--- config.mk ---
export PLATFORM = sky130hd
export DESIGN_NAME = sqrt_reconstruct
export DESIGN_NICKNAME = d
export VERILOG_FILES = /design/src/rtl/sqrt_reconstruct.sv
export SDC_FILE = /design/constraint.sdc
export NUM_CORES = 1
export LEC_CHECK = 0
export CAP_MARGIN = 20
export CORE_MARGIN = 2
export CORE_UTILIZATION = 53
export CTS_CLUSTER_DIAMETER = 200
export DETAILED_ROUTE_END_ITERATION = 7
export MAX_ROUTING_LAYER = met4
export PLACE_DENSITY = 0.77
export SETUP_SLACK_MARGIN = 0.2
export SYNTH_ARGS = -nofsm -noshare
export SYNTH_HDL_FRONTEND = slang
export SYNTH_SLANG_ARGS = --single-unit
--- constraint.sdc ---
create_clock -name clk -period 2.38 [get_ports clk]
set_input_delay 0.238 -clock clk [delete_from_list [all_inputs] [get_ports clk]]
set_output_delay 0.238 -clock clk [all_outputs]
set_load 0.01 [all_outputs]
--- src/rtl/sqrt_reconstruct.sv ---
// rtl/sqrt_reconstruct.sv - rebuilds a radicand from a root/remainder pair as Root*Root + Reminder
//
// Sequential shift-add multiplier with a start/Ready handshake. One operation takes WIDTH+1
// cycles from the accepting edge to the Ready pulse.
//
// Ports:
//   clk       rising-edge clock
//   rst       synchronous active-high reset
//   start     launch request, level-sampled while idle
//   Root      root operand, captured when start is accepted
//   Reminder  remainder operand, captured when start is accepted
//   Data      reconstructed radicand (2*WIDTH+1 bits), held until the next completion
//   Ready     one-cycle completion pulse
//   Busy      high whenever an operation is in flight
//   Expected  (SQRT_RECON_CHECK_EN only) reference radicand, captured with the operands
//   Match     (SQRT_RECON_CHECK_EN only) registered result==Expected, held with Data
//
// Optional feature macro: SQRT_RECON_CHECK_EN

module sqrt_reconstruct #(
  parameter int WIDTH = 16
) (
  input  logic               clk,
  input  logic               rst,
  input  logic               start,
  input  logic [WIDTH-1:0]   Root,
  input  logic [WIDTH-1:0]   Reminder,
`ifdef SQRT_RECON_CHECK_EN
  input  logic [2*WIDTH:0]   Expected,
  output logic               Match,
`endif
  output logic [2*WIDTH:0]   Data,
  output logic               Ready,
  output logic               Busy
);

  localparam int CW = (WIDTH > 1) ? $clog2(WIDTH) : 1;

  typedef enum logic [1:0] {
    IDLE = 2'd0,
    MUL  = 2'd1,
    ADD  = 2'd2,
    DONE = 2'd3
  } state_t;

  state_t state, state_nx;

  logic [2*WIDTH-1:0] acc;
  logic [2*WIDTH-1:0] mcand;
  logic [WIDTH-1:0]   mplier;
  logic [WIDTH-1:0]   rem_q;
  logic [CW-1:0]      cnt;
  logic [2*WIDTH:0]   sum;

  // Root^2 fits in 2*WIDTH bits; the extra bit absorbs the remainder carry.
  assign sum  = {1'b0, acc} + {{(WIDTH+1){1'b0}}, rem_q};
  assign Busy = (state != IDLE);

  always_ff @(posedge clk) begin
    if (rst) state <= IDLE;
    else     state <= state_nx;
  end

  always_comb begin
    state_nx = state;
    case (state)
      IDLE: if (start) state_nx = MUL;
      MUL:  if (cnt == CW'(WIDTH-1)) state_nx = ADD;
      ADD:  state_nx = DONE;
      DONE: state_nx = IDLE;
      default: state_nx = IDLE;
    endcase
  end

  always_ff @(posedge clk) begin
    if (rst) begin
      acc    <= '0;
      mcand  <= '0;
      mplier <= '0;
      rem_q  <= '0;
      cnt    <= '0;
      Data   <= '0;
      Ready  <= 1'b0;
    end else begin
      Ready <= (state == ADD);
      case (state)
        IDLE: begin
          if (start) begin
            mcand  <= {{WIDTH{1'b0}}, Root};
            mplier <= Root;
            rem_q  <= Reminder;
            acc    <= '0;
            cnt    <= '0;
          end
        end
        MUL: begin
          // LSB-first: multiplier shifts right while the multiplicand shifts left.
          if (mplier[0]) acc <= acc + mcand;
          mcand  <= mcand << 1;
          mplier <= mplier >> 1;
          cnt    <= cnt + 1'b1;
        end
        ADD: Data <= sum;
        default: ;
      endcase
    end
  end

`ifdef SQRT_RECON_CHECK_EN
  logic [2*WIDTH:0] exp_q;

  always_ff @(posedge clk) begin
    if (rst) begin
      exp_q <= '0;
      Match <= 1'b0;
    end else begin
      if (state == IDLE && start) exp_q <= Expected;
      if (state == ADD)           Match <= (sum == exp_q);
    end
  end
`endif

endmodule

==> flow_summary.yaml, run 1 <==
clock_network:
  cts.root.buffer_cell: "clkbuf_16"
  clkSlewWorstSetupHoldPaths_ns: 0.06
  worst_skew_late_latency_ns: 0.42
  cts-root-to-sink-buffers: 2
  tritoncts.num_buffers: 17
  cts_num_sinks: 136
  tritoncts_clock_tree: "built"
  clock_tree.htree_level_count: 4
sta:
  worst_pin_slew_ns: 0.662
  finalHoldViolations: 0
  final.setup_skew_ns: 0.00859
  fin_crit_sh_pct: 107
  whs_ns: 0.188
  setup_viol_count_final: 9
  drv_slew: 0
  timing.final.ws_setup_ns: -0.166
  min_period_ns: 2.55
  achievable-frequency_mhz: 393
  max_slew_margin_pct: 55.9
  setup_repair_after_global_routing_missed_its_margin: "true"
worst_hold_path:
  worstHoldPathType: "in -> reg"
detailed_routing:
  final_antenna_net_count: 0
  drcViolationCount: 0
  route.detailed.wl_per_inst_um: 17.2
  drt_wl_total_um: 21700
  firstDrtPassIters: 5
  vias_per_cell: 5.87
  drt_iter0_markers: 606
  detailroute.via_count: 7392
power:
  leakagePower_uw: 0.00412
  int_power_uw: 5990
  ir_worst_vdd_mv: 0.652
  power.combinational.fraction_pct: 40.3
  power_density_nw_per_um2: 897
  power_frac_clock_pct: 26.8
  sw_frac_of_total_pct: 36.9
  seq_power_share_pct: 32.9
  p_switching_uw: 3500
placement:
  place.detailed.hpwl_um: 14400
  gp_congestion: 0.932
  place.port_buffers: 69
logic_synthesis:
  synth_edf_count: 0
  synth_fp_nets: 1019
  yosysWarnings: 0
  yosysUniqueCellTypes: 64
  ys_top_cells_by_area: "dfxtp_1 36%, ha_1 8.5%, nor2_1 5.8%"
  ys_dominant_reg_cell: "dfxtp_1"
  synth_commonest_cells: "136 x dfxtp_1, 118 x nor2_1, 95 x nand2_1"
  syn_area_per_cell_sq_um: 8.20
  synth_async_sr_flop_share_pct: 0
  synth.yosys.seq_area_share_pct: 35.7
  biggest_area_consumer_among_synthesized_cells: "dfxtp_1"
  yosys_register_bits: 136
  number_of_standard_cells_after_synthesis: 930
  synth.top_cell.area_share_pct: 35.7
  syn_area_sq_um: 7620
  synth.most_common_cell: "dfxtp_1"
final_layout:
  antenna_cells: 0
  finish.net_count: 1156
  ratio_of_cells_with_drive_above_1_in_the_final_layout_pct: 25.2
  area_growth_syn_to_layout_pct: 38.8
  layout.core_utilization_pct: 75.7
worst_setup_path:
  worstPathMaxFanout: 5
  data_arrival_time_of_the_critical_path_ns: 2.87
  timing.critical_path.to_type: "flip-flop"
  critical_path.startpoint_type: "flip-flop"
  crit_path_kind: "reg -> reg"
  data_required_time_at_the_worst_endpoint_ns: 2.70
die:
  fp.dieArea_sq_um: 15400
  core.rowCount: 43
  die_extent_in_y_um: 124
  design.core.area_sq_um: 14000
  ioPinCount: 70
  die_w_um: 124
  initial_utilization_pct: 54.5
outcome:
  violations_in_the_final_reports: "setup timing"
  outcome: "complete, but fails checks"
global_route:
  grt.overflow.total: 0
  first_pass_grt_wire_length_um: 33000
  grt_max_degree: 55
  grt_pass1_vias: 6616
  grt_usage_pct: 28.3
  number_of_antenna_violations_at_the_first_check_in_global_routing: 0
flow_run:
  drv.max_cap_violation_count: 0
## cells in the final DEF (no fill, tap or decap), types with 17 or more instances in the layout
cell / synthesis / routed
a21o_1: 19 / 19
a211oi_1: 48 / 44
dfxtp_2: 0 / 18
a22oi_1: 29 / 29
nor2b_1: 21 / 20
ha_1: 52 / 27
xnor2_1: 29 / 24
buf_4: 0 / 90
nand2_1: 95 / 89
mux2i_1: 19 / 19
dfxtp_1: 136 / 112
nor3_1: 37 / 32
nor2_1: 118 / 115
ha_4: 0 / 24
o21ai_0: 44 / 21
inv_1: 20 / 19
a21oi_1: 67 / 48
o21ai_1: 7 / 20
clkbuf_16: 0 / 17
clkdlybuf4s50_1: 0 / 68
xor2_1: 25 / 23
## layout make-up
cell class              instances  area, sq um
clock buffers                  24          512
clock inverters                 7         66.3
fillers                       973         3410
inverters                      20         75.1
multi-input cells             720         5420
flip-flops and latches        136         2770
well taps                     180          225
repair buffers                172         1520
## worst max-delay path: stages, from the launching register on
cell and delay (ns):
dfxtp_2 0.33, ha_4 0.16, fa_2 0.42, a21oi_4 0.17
o21ai_2 0.07, a21oi_2 0.23, o41ai_4 0.13, a31oi_2 0.21
buf_6 0.16, buf_6 0.11, nor3_2 0.04, xnor2_1 0.13
a211oi_1 0.27
## power by group through the flow
stage	clock network [uW]	logic, uW	registers [uW]
4_1_cts	2570	3590	3100
5_1_grt	2690	4200	3170
3_3_place_gp	0	3420	3080
6_report	2550	3830	3120
3_5_place_dp	0	3470	3100
2_1_floorplan	0	2240	3060
## worst paths after layout
path | from | endpoint | slack (ns) | cells after the start
worst min register to register | rem_q[0]$_SDFFE_PP0P_ | rem_q[0]$_SDFFE_PP0P_ | 0.48 | 2
worst min-delay path | rst | mplier[15]$_SDFFE_PP0P_ | 0.19 | 2
worst max-delay path | acc[0]$_SDFFE_PP0P_ | Data[20]$_SDFFE_PP0P_ | -0.17 | 12
worst max register to register | acc[0]$_SDFFE_PP0P_ | Data[20]$_SDFFE_PP0P_ | -0.17 | 12
## sequential cells by signal, indices dropped and copies added (netlist names)
signal	cells
state	2
mcand	32
rem_q	16
mplier	16
acc	32
cnt	4
Data	33
Ready	1
## routing by layer
metal	wire [um]	up-vias	share of wire [%]	GRT usage, %
li1	-	3612	-	-
met1	10400	3507	48	39.8
met2	9810	239	45	41.4
met3	1130	34	5.2	4.44
met4	340	0	1.6	9.62
met5	0	-	0	-
## stage by stage
step | setup WS (ns) | instances | instance area [sq um] | setup TNS, ns | power (uW)
after floorplan | 0.172 | 930 | 7760 | 0 | 5300
after global placement | -0.118 | 1208 | 9090 | -0.297 | 6510
after detailed placement | -0.137 | 1208 | 9090 | -0.769 | 6570
after CTS | -0.0736 | 1246 | 10100 | -0.302 | 9250
after global routing | -0.290 | 1259 | 10600 | -2.36 | 10100
final | -0.166 | 1259 | 10600 | -0.919 | 9500
## cell families (layout without fill, tap and decap cells)
logic type	after synthesis	count (layout)	synth area share (%)
simple gates	327	327	19.6
compound gates	265	266	23.0
flops	136	136	35.7
buf+inv	75	223	3.86
fa+ha+maj	54	54	9.06
xor+xnor	54	54	6.20
mux	19	19	2.50
## timing repair
item	CTS	global route
cloned	0	2
pin swaps	50	56
hold buffers	0	0
buffers inserted	7	11
gates resized for setup	86	79
setup endpoints to repair	41	68
No activity file was read; power rests on OpenSTA's default activity.
==> run 2, diff against run 1 <==
- CORE_MARGIN: 2 -> not set
- SETUP_SLACK_MARGIN: 0.2 -> not set
==> run 2 against run 1 <==
Net effect: the flow still finishes with violations (setup timing); largest cell class unchanged; first-iteration DRC count rose by 6.6%; maximum frequency shrank 0.91%; highest routed layer unchanged; total power is 2.9% higher; register-to-register slack got worse by 0.02 ns; die area is 3.2% lower.
==> flow_summary.yaml, run 2 (same netlist as run 1, synthesis figures left out) <==
final_layout:
  regMostFlops: "Data"
  nFillCells: 957
  multiInputGateArea_sq_um: 5210
  layout.cells.most_common_list: "117 x nor2_1, 114 x dfxtp_1, 112 x buf_4"
  top_registers: "Data: 33 flops, acc: 32 flops, mcand: 32 flops"
  antenna_cells: 0
  seq_area_sq_um: 2770
  area_growth_syn_to_layout_pct: 37.9
  ratio_of_cells_with_drive_above_1_in_the_final_layout_pct: 23.1
  finish.net_count: 1170
  layout.cells.most_common: "nor2_1"
  largest_reg_flops: 33
worst_setup_path:
  worstPathMaxFanout: 5
  timing.critical_path.to_type: "flip-flop"
  data_required_time_at_the_worst_endpoint_ns: 2.68
  crit_path_kind: "reg -> reg"
  data_arrival_time_of_the_critical_path_ns: 2.87
  critical_path.startpoint_type: "flip-flop"
outcome:
  violations_in_the_final_reports: "setup timing"
  outcome: "complete, but fails checks"
clock_network:
  clock_tree.htree_level_count: 4
  cts.root.buffer_cell: "clkbuf_16"
  tritoncts_clock_tree: "built"
  clkSlewWorstSetupHoldPaths_ns: 0.06
  worst_skew_late_latency_ns: 0.43
  cts_num_sinks: 136
  tritoncts.num_buffers: 17
  cts-root-to-sink-buffers: 2
  cts.hold.buffers_added: 0
sta:
  max_slew_margin_pct: 59.8
  timing.setup.tns_ns: -1.29
  drv_slew: 0
  setup_viol_count_final: 10
  worst_pin_slew_ns: 0.600
  finalHoldViolations: 0
  setup_repair_after_global_routing_missed_its_margin: "true"
  achievable-frequency_mhz: 389
  fin_crit_sh_pct: 108
  final.setup_skew_ns: 0.0106
  timing.final.ws_setup_ns: -0.189
  min_period_ns: 2.57
global_route:
  grtUsageMet3_pct: 4.92
  grt.overflow.total: 0
  gr-usage-met2_pct: 42.5
  grt_max_degree: 85
  grt.met1_usage_pct: 40.4
  number_of_antenna_violations_at_the_first_check_in_global_routing: 0
  grt_pass1_vias: 6621
  first_pass_grt_wire_length_um: 32800
  globalRoute.busiestLayer: "met2"
  grt_usage_pct: 29.1
die:
  fp.dieArea_sq_um: 14900
  design.core.area_sq_um: 13900
  die_extent_in_y_um: 122
  ioPinCount: 70
  die_w_um: 122
  initial_utilization_pct: 54.7
  core.rowCount: 43
power:
  power_density_nw_per_um2: 929
  ir_worst_vdd_mv: 0.663
  leakagePower_uw: 0.00418
placement:
  place.detailed.hpwl_um: 14400
  gp_congestion: 0.954
  place.port_buffers: 69
  setup_slack_after_placement_ns: -0.232
detailed_routing:
  drt_iter0_markers: 646
  drcViolationCount: 0
  drt_wl_total_um: 22400
  vias_per_cell: 5.94
  route.detailed.wl_per_inst_um: 17.6
  final_antenna_net_count: 0
  firstDrtPassIters: 5
  detailroute.via_count: 7571
worst_hold_path:
  worstHoldPathType: "in -> reg"
flow_run:
  drv.max_cap_violation_count: 0
run 2: area by class of cell:
class                   count  share of cell area (%)
clock buffers              23                    4.64
repair buffers            187                    15.3
well taps                 180                    2.14
inverters                  20                   0.714
flip-flops and latches    136                    26.3
clock inverters             9                    1.30
multi-input cells         719                    49.6
run 2: metal layers:
metal	wire, um	vias up
met2	10200	319
met5	0	-
met4	452	0
li1	-	3639
met3	1400	46
met1	10300	3567
run 2: path summary, 6_finish.rpt:
| check | slack (ns) | startpoint | cells past startpoint | to |
|---|---|---|---|---|
| max reg2reg | -0.19 | acc[0]$_SDFFE_PP0P_ | 12 | Data[26]$_SDFFE_PP0P_ |
| min | 0.24 | rst | 2 | Data[11]$_SDFFE_PP0P_ |
| max | -0.19 | acc[0]$_SDFFE_PP0P_ | 12 | Data[26]$_SDFFE_PP0P_ |
| min reg2reg | 0.48 | rem_q[15]$_SDFFE_PP0P_ | 2 | rem_q[15]$_SDFFE_PP0P_ |
run 2: report_power, final:
| part | switching (uW) | total (uW) | internal, uW |
|---|---|---|---|
| combinational | 2170 | 3860 | 1690 |
| sequential | 379 | 3120 | 2740 |
| clock | 1020 | 2790 | 1770 |
| total | 3570 | 9770 | 6200 |
run 2: what timing repair did:
item / in CTS / in global routing
gates resized for setup: 49 / 77
cloned: 1 / 0
hold endpoints to repair: 0 / 0
setup buffers: 5 / 7
setup endpoints to repair: 31 / 38
pin swaps: 27 / 42
run 2: per-stage QoR:
stage	hold WS [ns]	cell area, sq um	total power, uW	instances	util, %
global placement	0.453	9160	6550	1230	65.7
global route	0.255	10500	10300	1274	75.4
finish	0.242	10500	9770	1274	75.4
floorplan	0.374	7630	5220	930	-
detailed placement	0.460	9160	6620	1230	65.7
CTS	0.218	10100	9470	1268	72.3
run 2: worst max-delay path: stages, from the launching register on:
cell      delay (ns)
dfxtp_2         0.37
ha_4            0.14
fa_2            0.22
a21oi_2         0.07
o21ai_1         0.15
a21oi_2         0.10
o41ai_4         0.50
a31oi_4         0.17
buf_6           0.17
buf_4           0.13
nor3b_2         0.21
xnor2_1         0.14
a211oi_1        0.08
